### src/rtl/gci_router_pkg.sv
// gci_router_pkg: shared types, widths and helpers for the GCI bus router.
// Holds the device count, read/IRQ state encodings, the device-index type,
// the forwarded request payload and the fixed-priority select function.
package gci_router_pkg;

    localparam int unsigned GCI_DEV_NUM   = 4;
    localparam int unsigned GCI_DEV_W     = 2;
    localparam int unsigned GCI_DATA_W    = 32;
    localparam int unsigned GCI_ADDR_W    = 32;
    localparam int unsigned GCI_IRQ_NUM_W = 6;

    typedef logic [GCI_DEV_W-1:0] dev_idx_t;

    typedef enum logic [1:0] {
        R_IDLE = 2'd0,
        R_WAIT = 2'd1,
        R_RET  = 2'd2
    } rd_state_t;

    typedef enum logic [1:0] {
        I_IDLE = 2'd0,
        I_PEND = 2'd1,
        I_ACK  = 2'd2
    } irq_state_t;

    // Request held in the forward slot and presented to the devices
    typedef struct packed {
        logic                  rw;
        logic [GCI_ADDR_W-1:0] addr;
        logic [GCI_DATA_W-1:0] data;
        dev_idx_t              dev;
    } gci_req_t;

    // Lowest set bit wins (device 0 highest priority)
    function automatic dev_idx_t prio_first(input logic [GCI_DEV_NUM-1:0] req);
        dev_idx_t idx;
        logic     found;
        idx   = '0;
        found = 1'b0;
        for (int i = 0; i < int'(GCI_DEV_NUM); i++) begin
            if (req[i] && !found) begin
                idx   = dev_idx_t'(i);
                found = 1'b1;
            end
        end
        return idx;
    endfunction

endpackage

### src/rtl/gci_irq_arbiter.sv
// gci_irq_arbiter: merges the device interrupt lines into one IRQ channel.
// Ports: iCLOCK/iRESET(async)/iRESET_SYNC; iDEV_IRQ_REQ/iDEV_IRQ_NUM device
// requests and numbers; oDEV_IRQ_ACK one-cycle ack to the winner;
// oEXTIO_IRQ_REQ/oEXTIO_IRQ_NUM/iEXTIO_IRQ_ACK upstream interrupt handshake.
module gci_irq_arbiter
    import gci_router_pkg::*;
(
    input  logic                                 iCLOCK,
    input  logic                                 iRESET,
    input  logic                                 iRESET_SYNC,
    input  logic [GCI_DEV_NUM-1:0]               iDEV_IRQ_REQ,
    input  logic [GCI_DEV_NUM*GCI_IRQ_NUM_W-1:0] iDEV_IRQ_NUM,
    output logic [GCI_DEV_NUM-1:0]               oDEV_IRQ_ACK,
    output logic                                 oEXTIO_IRQ_REQ,
    output logic [GCI_IRQ_NUM_W-1:0]             oEXTIO_IRQ_NUM,
    input  logic                                 iEXTIO_IRQ_ACK
);

    irq_state_t               state, state_nxt;
    dev_idx_t                 winner, winner_nxt;
    logic [GCI_IRQ_NUM_W-1:0] num, num_nxt;

    // State register; winner and number stay latched until re-arbitration
    always_ff @(posedge iCLOCK or posedge iRESET) begin
        if (iRESET) begin
            state  <= I_IDLE;
            winner <= '0;
            num    <= '0;
        end else if (iRESET_SYNC) begin
            state  <= I_IDLE;
            winner <= '0;
            num    <= '0;
        end else begin
            state  <= state_nxt;
            winner <= winner_nxt;
            num    <= num_nxt;
        end
    end

    // Arbitration only from I_IDLE, so a dropped request cannot change the winner
    always_comb begin
        state_nxt  = state;
        winner_nxt = winner;
        num_nxt    = num;
        case (state)
            I_IDLE: begin
                if (|iDEV_IRQ_REQ) begin
                    winner_nxt = prio_first(iDEV_IRQ_REQ);
                    num_nxt    = iDEV_IRQ_NUM[winner_nxt*GCI_IRQ_NUM_W +: GCI_IRQ_NUM_W];
                    state_nxt  = I_PEND;
                end
            end
            I_PEND: begin
                if (iEXTIO_IRQ_ACK) begin
                    state_nxt = I_ACK;
                end
            end
            I_ACK:   state_nxt = I_IDLE;
            default: state_nxt = I_IDLE;
        endcase
    end

    // Ack pulse to the latched winner
    always_comb begin
        oDEV_IRQ_ACK         = '0;
        oDEV_IRQ_ACK[winner] = (state == I_ACK);
    end

    assign oEXTIO_IRQ_REQ = (state == I_PEND);
    assign oEXTIO_IRQ_NUM = num;

endmodule

### src/rtl/gci_bus_router.sv
// gci_bus_router: decodes the GCI request stream onto four device ports,
// returns read data upstream and arbitrates device interrupts.
// Ports: iCLOCK, iRESET (async), iRESET_SYNC; upstream request
// iEXTIO_REQ/RW/ADDR/DATA with oEXTIO_BUSY; read return oEXTIO_REQ/DATA with
// iEXTIO_BUSY; IRQ oEXTIO_IRQ_REQ/NUM with iEXTIO_IRQ_ACK; device request
// oDEV_REQ/RW/ADDR/DATA with iDEV_BUSY; device return iDEV_VALID/DATA with
// oDEV_BUSY; device IRQ iDEV_IRQ_REQ/NUM with oDEV_IRQ_ACK.
module gci_bus_router
    import gci_router_pkg::*;
#(
    parameter int unsigned           P_SEL_LSB    = 24,
    parameter logic [GCI_DATA_W-1:0] P_UNMAP_DATA = 32'hFFFF_FFFF
) (
    input  logic                                 iCLOCK,
    input  logic                                 iRESET,
    input  logic                                 iRESET_SYNC,
    input  logic                                 iEXTIO_REQ,
    output logic                                 oEXTIO_BUSY,
    input  logic                                 iEXTIO_RW,
    input  logic [GCI_ADDR_W-1:0]                iEXTIO_ADDR,
    input  logic [GCI_DATA_W-1:0]                iEXTIO_DATA,
    output logic                                 oEXTIO_REQ,
    input  logic                                 iEXTIO_BUSY,
    output logic [GCI_DATA_W-1:0]                oEXTIO_DATA,
    output logic                                 oEXTIO_IRQ_REQ,
    output logic [GCI_IRQ_NUM_W-1:0]             oEXTIO_IRQ_NUM,
    input  logic                                 iEXTIO_IRQ_ACK,
    output logic [GCI_DEV_NUM-1:0]               oDEV_REQ,
    input  logic [GCI_DEV_NUM-1:0]               iDEV_BUSY,
    output logic                                 oDEV_RW,
    output logic [GCI_ADDR_W-1:0]                oDEV_ADDR,
    output logic [GCI_DATA_W-1:0]                oDEV_DATA,
    input  logic [GCI_DEV_NUM-1:0]               iDEV_VALID,
    input  logic [GCI_DEV_NUM*GCI_DATA_W-1:0]    iDEV_DATA,
    output logic                                 oDEV_BUSY,
    input  logic [GCI_DEV_NUM-1:0]               iDEV_IRQ_REQ,
    input  logic [GCI_DEV_NUM*GCI_IRQ_NUM_W-1:0] iDEV_IRQ_NUM,
    output logic [GCI_DEV_NUM-1:0]               oDEV_IRQ_ACK
);

    gci_req_t              slot;
    logic                  slot_valid;
    rd_state_t             rd_state, rd_state_nxt;
    dev_idx_t              rd_dev, rd_dev_nxt;
    logic [GCI_DATA_W-1:0] rd_buf, rd_buf_nxt;

    logic     mapped;
    dev_idx_t sel_dev;
    logic     rd_pending;
    logic     accept;
    logic     slot_drain;

    // Address decode: upper bits above the select field must be zero
    assign mapped  = ((iEXTIO_ADDR >> (P_SEL_LSB + 2)) == '0);
    assign sel_dev = dev_idx_t'(iEXTIO_ADDR >> P_SEL_LSB);

    assign rd_pending  = (rd_state != R_IDLE);
    assign oEXTIO_BUSY = (slot_valid && iDEV_BUSY[slot.dev]) || rd_pending;
    assign accept      = iEXTIO_REQ && !oEXTIO_BUSY;
    assign slot_drain  = slot_valid && !iDEV_BUSY[slot.dev];

    // Forward slot: an accept while the slot drains reloads it in the same cycle
    always_ff @(posedge iCLOCK or posedge iRESET) begin
        if (iRESET) begin
            slot_valid <= 1'b0;
            slot       <= '0;
        end else if (iRESET_SYNC) begin
            slot_valid <= 1'b0;
            slot       <= '0;
        end else if (accept && mapped) begin
            slot_valid <= 1'b1;
            slot       <= '{rw: iEXTIO_RW, addr: iEXTIO_ADDR, data: iEXTIO_DATA, dev: sel_dev};
        end else if (slot_drain) begin
            slot_valid <= 1'b0;
        end
    end

    always_comb begin
        oDEV_REQ           = '0;
        oDEV_REQ[slot.dev] = slot_valid;
    end

    assign oDEV_RW   = slot.rw;
    assign oDEV_ADDR = slot.addr;
    assign oDEV_DATA = slot.data;

    // Read tracker state register
    always_ff @(posedge iCLOCK or posedge iRESET) begin
        if (iRESET) begin
            rd_state <= R_IDLE;
            rd_dev   <= '0;
            rd_buf   <= '0;
        end else if (iRESET_SYNC) begin
            rd_state <= R_IDLE;
            rd_dev   <= '0;
            rd_buf   <= '0;
        end else begin
            rd_state <= rd_state_nxt;
            rd_dev   <= rd_dev_nxt;
            rd_buf   <= rd_buf_nxt;
        end
    end

    // Read tracker next state; only the target device's valid counts in R_WAIT
    always_comb begin
        rd_state_nxt = rd_state;
        rd_dev_nxt   = rd_dev;
        rd_buf_nxt   = rd_buf;
        case (rd_state)
            R_IDLE: begin
                if (accept && !iEXTIO_RW) begin
                    rd_dev_nxt = sel_dev;
                    if (mapped) begin
                        rd_state_nxt = R_WAIT;
                    end else begin
                        rd_buf_nxt   = P_UNMAP_DATA;
                        rd_state_nxt = R_RET;
                    end
                end
            end
            R_WAIT: begin
                if (iDEV_VALID[rd_dev]) begin
                    rd_buf_nxt   = iDEV_DATA[rd_dev*GCI_DATA_W +: GCI_DATA_W];
                    rd_state_nxt = R_RET;
                end
            end
            R_RET: begin
                if (!iEXTIO_BUSY) begin
                    rd_state_nxt = R_IDLE;
                end
            end
            default: rd_state_nxt = R_IDLE;
        endcase
    end

    assign oEXTIO_REQ  = (rd_state == R_RET);
    assign oEXTIO_DATA = rd_buf;
    assign oDEV_BUSY   = (rd_state == R_RET);

    gci_irq_arbiter u_irq (
        .iCLOCK         (iCLOCK),
        .iRESET         (iRESET),
        .iRESET_SYNC    (iRESET_SYNC),
        .iDEV_IRQ_REQ   (iDEV_IRQ_REQ),
        .iDEV_IRQ_NUM   (iDEV_IRQ_NUM),
        .oDEV_IRQ_ACK   (oDEV_IRQ_ACK),
        .oEXTIO_IRQ_REQ (oEXTIO_IRQ_REQ),
        .oEXTIO_IRQ_NUM (oEXTIO_IRQ_NUM),
        .iEXTIO_IRQ_ACK (iEXTIO_IRQ_ACK)
    );

endmodule
### config.mk
export PLATFORM = sky130hd
export DESIGN_NAME = gci_bus_router
export DESIGN_NICKNAME = d
export VERILOG_FILES = /design/src/rtl/gci_router_pkg.sv /design/src/rtl/gci_irq_arbiter.sv /design/src/rtl/gci_bus_router.sv
export SDC_FILE = /design/constraint.sdc
export NUM_CORES = 1
export LEC_CHECK = 0
export ABC_AREA = 1
export CAP_MARGIN = 20
export CORE_AREA = 2 2 134 136
export CTS_CLUSTER_SIZE = 30
export DETAILED_ROUTE_END_ITERATION = 12
export DIE_AREA = 0 0 136 138
export PLACE_DENSITY_LB_ADDON = 0.15
export SLEW_MARGIN = 10
export SYNTH_ARGS = -nofsm -noshare
export SYNTH_HDL_FRONTEND = slang
export SYNTH_HIERARCHICAL = 1
export SYNTH_SLANG_ARGS = --single-unit
### constraint.sdc
create_clock -name iCLOCK -period 3.8 [get_ports iCLOCK]
set_clock_uncertainty 0.15 [all_clocks]
set_input_delay 0.38 -clock iCLOCK [delete_from_list [all_inputs] [get_ports iCLOCK]]
set_output_delay 0.38 -clock iCLOCK [all_outputs]
set_load 0.005 [all_outputs]
After elaboration in Yosys (flattened, before gate mapping)
Cells that the tools add are included.
{ "classes": {"multipliers": 1, "magnitude_cmp": 5, "eq_ne": 10, "n_shift": 2, "muxes": 51, "bitwise_logic": 2, "reduce_logical": 34} }
{ "ops": {"columns": ["op", "n"], "rows": [
  ["two-way mux 67 bit", 2],
  ["two-way mux 32 bit", 4],
  ["variable part select 128 x 8 -> 32 bit", 1],
  ["case mux 32 bit (2 select lines)", 1],
  ["two-way mux 2 bit", 18],
  ["logical NOT 32 bit", 1],
  ["variable part select 24 x 6 -> 6 bit", 1],
  ["two-way mux 6 bit", 3],
  ["two-way mux 1 bit", 17],
  ["!= test 3 bit, second input constant", 4],
  ["nonzero test 2 bit", 6],
  ["logical AND 1 bit", 10],
  ["< comparator 2 x 3 -> 1 bit, second input constant", 3],
  ["AND 4 bit", 2],
  ["logical NOT 1 bit", 6],
  ["!= test 3 x 2 -> 1 bit, second input constant", 2],
  ["case mux 2 bit (3 select lines)", 1],
  ["AND reduction 2 bit", 3],
  ["nonzero test 3 bit", 2],
  ["binary-select mux 1 bit (select 2 bit)", 2],
  ["demux 1 bit (select 2 bit)", 2],
  ["== test 2 x 1 -> 1 bit, second input constant", 2],
  ["== test 2 bit, second input constant", 2],
  [">= comparator 2 x 1 -> 1 bit, second input constant", 2],
  ["7 further kinds", 8]
]} }
{ "totals": {"regBits": 114, "in_bits": 235, "out_inout_bits": 115, "elab_cells": 116} }

Longest topological paths before layout
{ "depth": {"depth_word": 23, "ltp_mapped": 13, "mapped_depth_nobuf": 11} }

Hierarchy
The synthesis kept the hierarchy.
{ "by_module_without_submodules": {"columns": ["mod", "instances", "cells_each", "area_per_inst_um2", "seq_area_each_um2"], "rows": [
  ["gci_bus_router", 1, 765, 5576.6, 2552.4],
  ["gci_irq_arbiter", 1, 101, 704.4, 250.2]
]} }

Worst setup path before layout
OpenSTA, ideal clock, no wires.
{ "synth_path": {"kind": "register to register", "startpoint": "register rd_dev[0]", "endpoint": "register rd_buf[28], in the netlist oEXTIO_DATA[28]", "t_arrival_ps": 1387, "path_slack_ps": 2145, "path_stages_with_launch": 9, "n_path_buf": 2, "path_cell_list": "dfrtp_1 -> inv_2 -> buf_4 -> nor2_1 -> o2111ai_2 -> nand3_4 -> buf_6 -> nand2_1 -> nand2_1"} }
{ "synth_between": {"elab_chain_len": 4} }
{ "synth_rtl": {"columns": ["item", "line_no", "rtl"], "rows": [
  ["start: declaration", "gci_bus_router.sv:44", "dev_idx_t rd_dev, rd_dev_nxt;"],
  ["start signal: assignment", "gci_bus_router.sv:99", "rd_dev <= rd_dev_nxt;"],
  ["variable part select 128 x 8 -> 32 bit or binary-select mux 1 bit (select 2 bit) (tied branches)", "gci_bus_router.sv:123, gci_bus_router.sv:122", null],
  ["two-way mux 32 bit or two-way mux 1 bit (tied branches)", "gci_bus_router.sv:122", "if (iDEV_VALID[rd_dev]) begin"],
  ["case mux 32 bit (2 select lines) or != test 3 bit (tied branches)", null, null],
  ["two-way mux 32 bit or AND reduction 4 bit (tied branches)", null, null],
  ["end signal: assignment", "gci_bus_router.sv:100", "rd_buf <= rd_buf_nxt;"],
  ["end: declaration", "gci_bus_router.sv:45", "logic [GCI_DATA_W-1:0] rd_buf, rd_buf_nxt;"]
]} }
Parallel ways exist; a longest one is shown, timed or not. The select of a mux whose other input is x is not followed.
A chain may end at the register's enable or synchronous reset.

Worst setup path in the final report
{ "layout_path": {"startpoint": "input iRESET_SYNC", "endpoint": "register rd_buf[23], in the netlist oEXTIO_DATA[23]"} }
{ "layout_between": {"elab_chain_len": 2} }
{ "layout_rtl": {"columns": ["item", "line_no", "rtl"], "rows": [
  ["start: declaration", "gci_bus_router.sv:16", "input logic iRESET_SYNC,"],
  ["!= test 3 bit (no source line) or nonzero test 3 bit (tied branches)", null, null],
  ["AND reduction 4 bit (no source line)", null, null]
]} }
Parallel ways exist; a longest one is shown, timed or not.

==> summary.md <==
| Metric | Value |
|---|---|
| Commonest non-fill, non-tap cells in the layout | `clkdlybuf4s50_1 (349), nand2_1 (253), nor2_1 (114), dfrtp_1 (111), nand3_1 (95)` |
| Max-slew violation count | `0` |
| Ant diodes | `0` |
| Largest net degree at the start of global routing | `68` |
| H-tree depth | `3` |
| WL met3 | `1570 µm` |
| Count of final setup violators | `0` |
| R2R depth | `11` |
| Residual DRC | `0` |
| Storage cell area | `2800 µm²` |
| Die Span Y | `138 µm` |
| Clock Tree Root | `clkbuf_16` |
| Filler instances | `1709` |
| Asr flop ratio synth | `100%` |
| Max Cap Violations | `0` |
| Floorplan row count | `49` |
| WL/cell | `15.2 µm` |
| Max VDD drop | `0.000211 V` |
| DR top layer | `met5` |
| CTS tree | `yes` |
| Port Buffers | `349` |
| Initial Utilization | `35.8%` |
| Synthesized instance count | `866` |
| Startpoint types | `primary input` |
| Synthesized flop and latch total | `112` |
| Reg-to-Reg End | `oEXTIO_DATA[23]$_DFFE_PP0P_` |
| Initial antenna violation count | `1` |
| First DRT Iteration DRCs | `378` |
| F_max | `0.370 GHz` |
| Nets | `1408` |
| Share of cells above drive strength 1 | `4.50%` |
| Reg2reg start | `oDEV_ADDR[24]$_DFFE_PP0P_` |
| Core Footprint | `17500 µm²` |
| Synthesis Warnings | `6` |
| Hold buffer count at cts | `0` |
| Routability cong. | `0.820` |
| Die X | `136 µm` |
| Slew @ Worst Pin | `944 ps` |
| CP max-delay cell | `clkdlybuf4s50_1` |
| DR vias/cell | `4.87` |
| Core Util, Final | `57.6%` |
| DP HPWL | `15800 µm` |
| Grt ovf | `0` |
| Post-synthesis sequential area ratio | `44.6%` |
| PostCTS Resize Cnt | `0` |
| Power per cell area | `329 nW/µm²` |
| Synth area leader | `dfrtp_1` |
| Kind of critical path | `primary input to register` |
| Drt pass-1 iters | `4` |
| Clk_lat worst skew | `350 ps` |
| Unique masters post-synth | `27` |
| Worst-path clk slew | `70 ps` |
| Cell Area, Synth | `6280 µm²` |
| WP data arrival | `2790 ps` |
| CTS sink cnt | `112` |
| Top cells by area, synth | `dfrtp_1 (45%), nand2_1 (15%), nand3_1 (7.6%), nor2_1 (6.9%), o21ai_0 (5.6%)` |
| Top FF cell, synth | `dfrtp_1` |
| Worst EP required | `3890 ps` |
| Top cell type's share of synthesized area | `44.6%` |
| Post-Layout Cell Count | `1407` |
| Status | `finished, final reports clean` |
| WL met1 | `8640 µm` |
| Total CTS buffers | `9` |
| Via count | `6846` |
| Number of setup buffers added after CTS | `0` |
| ANT nets after route | `0` |
| Final worst-path cycle share | `71.1%` |
| Num ports | `350` |
| Fin. Hold Viols | `0` |
| Setup TNS | `0 ps` |
| Cell count after placement | `1391` |
| Vias in the first global route | `6731` |
| Area Overhead vs Synth | `60.7%` |
| Unrepaired setup endpoints after global routing | `no` |
| Slew headroom | `37.0%` |
| CP Capture Type | `register` |
| Die area | `18800 µm²` |
| HP Class | `primary input to async pin` |
| Wire length on met2 | `10500 µm` |
| Gr usage total | `22.9%` |
| Multi-input gate area | `2900 µm²` |
| Commonest non-fill, non-tap cell in the layout | `clkdlybuf4s50_1` |
| First-pass GRT wire length | `34300 µm` |
| Worst-path cell chain | `clkdlybuf4s50_1 > clkinv_2 > nand2_1 > inv_1 > nand2_2 > nand3_4 > nand2_1 > nand2_1` |
| Syn Area/Cell | `7.25 µm²` |
| Pleak | `4.67 nW` |
| CP max FO | `35` |
| CP peak stage delay | `620 ps` |
| Syn Nets | `1101` |
| R2R Setup Slk | `1240 ps` |
| Final Critical Period | `2700 ps` |
| Most Frequent Cell on Critical Path | `nand2_1` |
| WL final | `21400 µm` |
| Maximum clock insertion buffer count | `2` |
| Post-synth EDFFs | `0` |
-- layout make-up --
| cell class | instances | share of cell area (%) |
|---|---|---|
| sequential | 112 | 27.8 |
| inverter | 63 | 2.38 |
| clock inverter | 5 | 0.397 |
| timing repair buffer | 359 | 35.5 |
| clock buffer | 11 | 2.40 |
| tap | 229 | 2.84 |
| multi-input combinational | 628 | 28.7 |
-- where the power goes --
| group | internal [mW] | leakage, nW | switching [mW] |
|---|---|---|---|
| combinational | 0.565 | 3.11 | 0.443 |
| sequential | 1.32 | 1.44 | 0.0847 |
| clock | 0.467 | 0.128 | 0.443 |
| total | 2.36 | 4.67 | 0.970 |
-- registers in the layout (all words and copies together), names as in the netlist --
| name | flops |
|---|---|
| oDEV_ADDR | 32 |
| oDEV_DATA | 32 |
| oEXTIO_DATA | 32 |
| u_irq/oEXTIO_IRQ_NUM | 6 |
| rd_dev | 2 |
| rd_state | 2 |
| u_irq/state | 2 |
| u_irq/winner | 2 |
| oDEV_RW | 1 |
| slot_valid | 1 |
-- cells by family after synthesis --
family / share of synthesized area, %
buffers and inverters: 9.42
DFF: 44.6
and+or+nand+nor: 35.8
AOI/OAI and AO/OA: 10.2
-- critical path: cells and delay by family --
family / cells / cell delay (ps)
AND/OR/NAND/NOR: 5 / 1390
buffers and inverters: 3 / 1000
-- metrics by stage --
stage / hold WS [ps] / instance area, µm² / worst slack, ps / power [mW]
2_1_floorplan: 70.2 / 6280 / 595 / 1.83
3_3_place_gp: 306 / 9810 / 798 / 2.43
3_5_place_dp: 309 / 9810 / 690 / 2.45
4_1_cts: 231 / 10100 / 1070 / 3.37
5_1_grt: 270 / 10100 / 799 / 3.52
6_report: 226 / 10100 / 1100 / 3.33
-- cells in the mapped netlist (2+ instances only) --
library cell	number
buf_6	10
o21ai_2	2
nand4_2	2
o21ai_0	70
dfrtp_1	112
inv_2	9
nand2_4	2
nand2_2	6
nand4_1	33
o22ai_1	2
nor3_1	9
nand2_1	253
buf_1	5
nor2_1	115
o211ai_1	32
inv_1	54
clkbuf_1	23
nand3_1	95
buf_4	5
buf_2	20
-- worst max path at each step --
stage	from	slack [ps]	depth (start not counted)	to
after detailed placement	iRESET_SYNC	690	8	oEXTIO_DATA[23]$_DFFE_PP0P_
after global routing	iRESET_SYNC	800	8	oEXTIO_DATA[3]$_DFFE_PP0P_
after CTS	iRESET_SYNC	1070	8	oEXTIO_DATA[23]$_DFFE_PP0P_
after global placement	iRESET_SYNC	800	8	oEXTIO_DATA[18]$_DFFE_PP0P_
after floorplan	iRESET	590	1	oDEV_ADDR[0]$_DFFE_PP0P_
final	iRESET_SYNC	1100	8	oEXTIO_DATA[23]$_DFFE_PP0P_
-- per-layer routing --
metal / global-route usage (%) / vias to the layer above
li1: - / 3428
met1: 27.3 / 3139
met2: 39.1 / 225
met3: 6.49 / 52
met4: 8.22 / 2
met5: 0 / -
No activity file was read; power rests on OpenSTA's default activity.
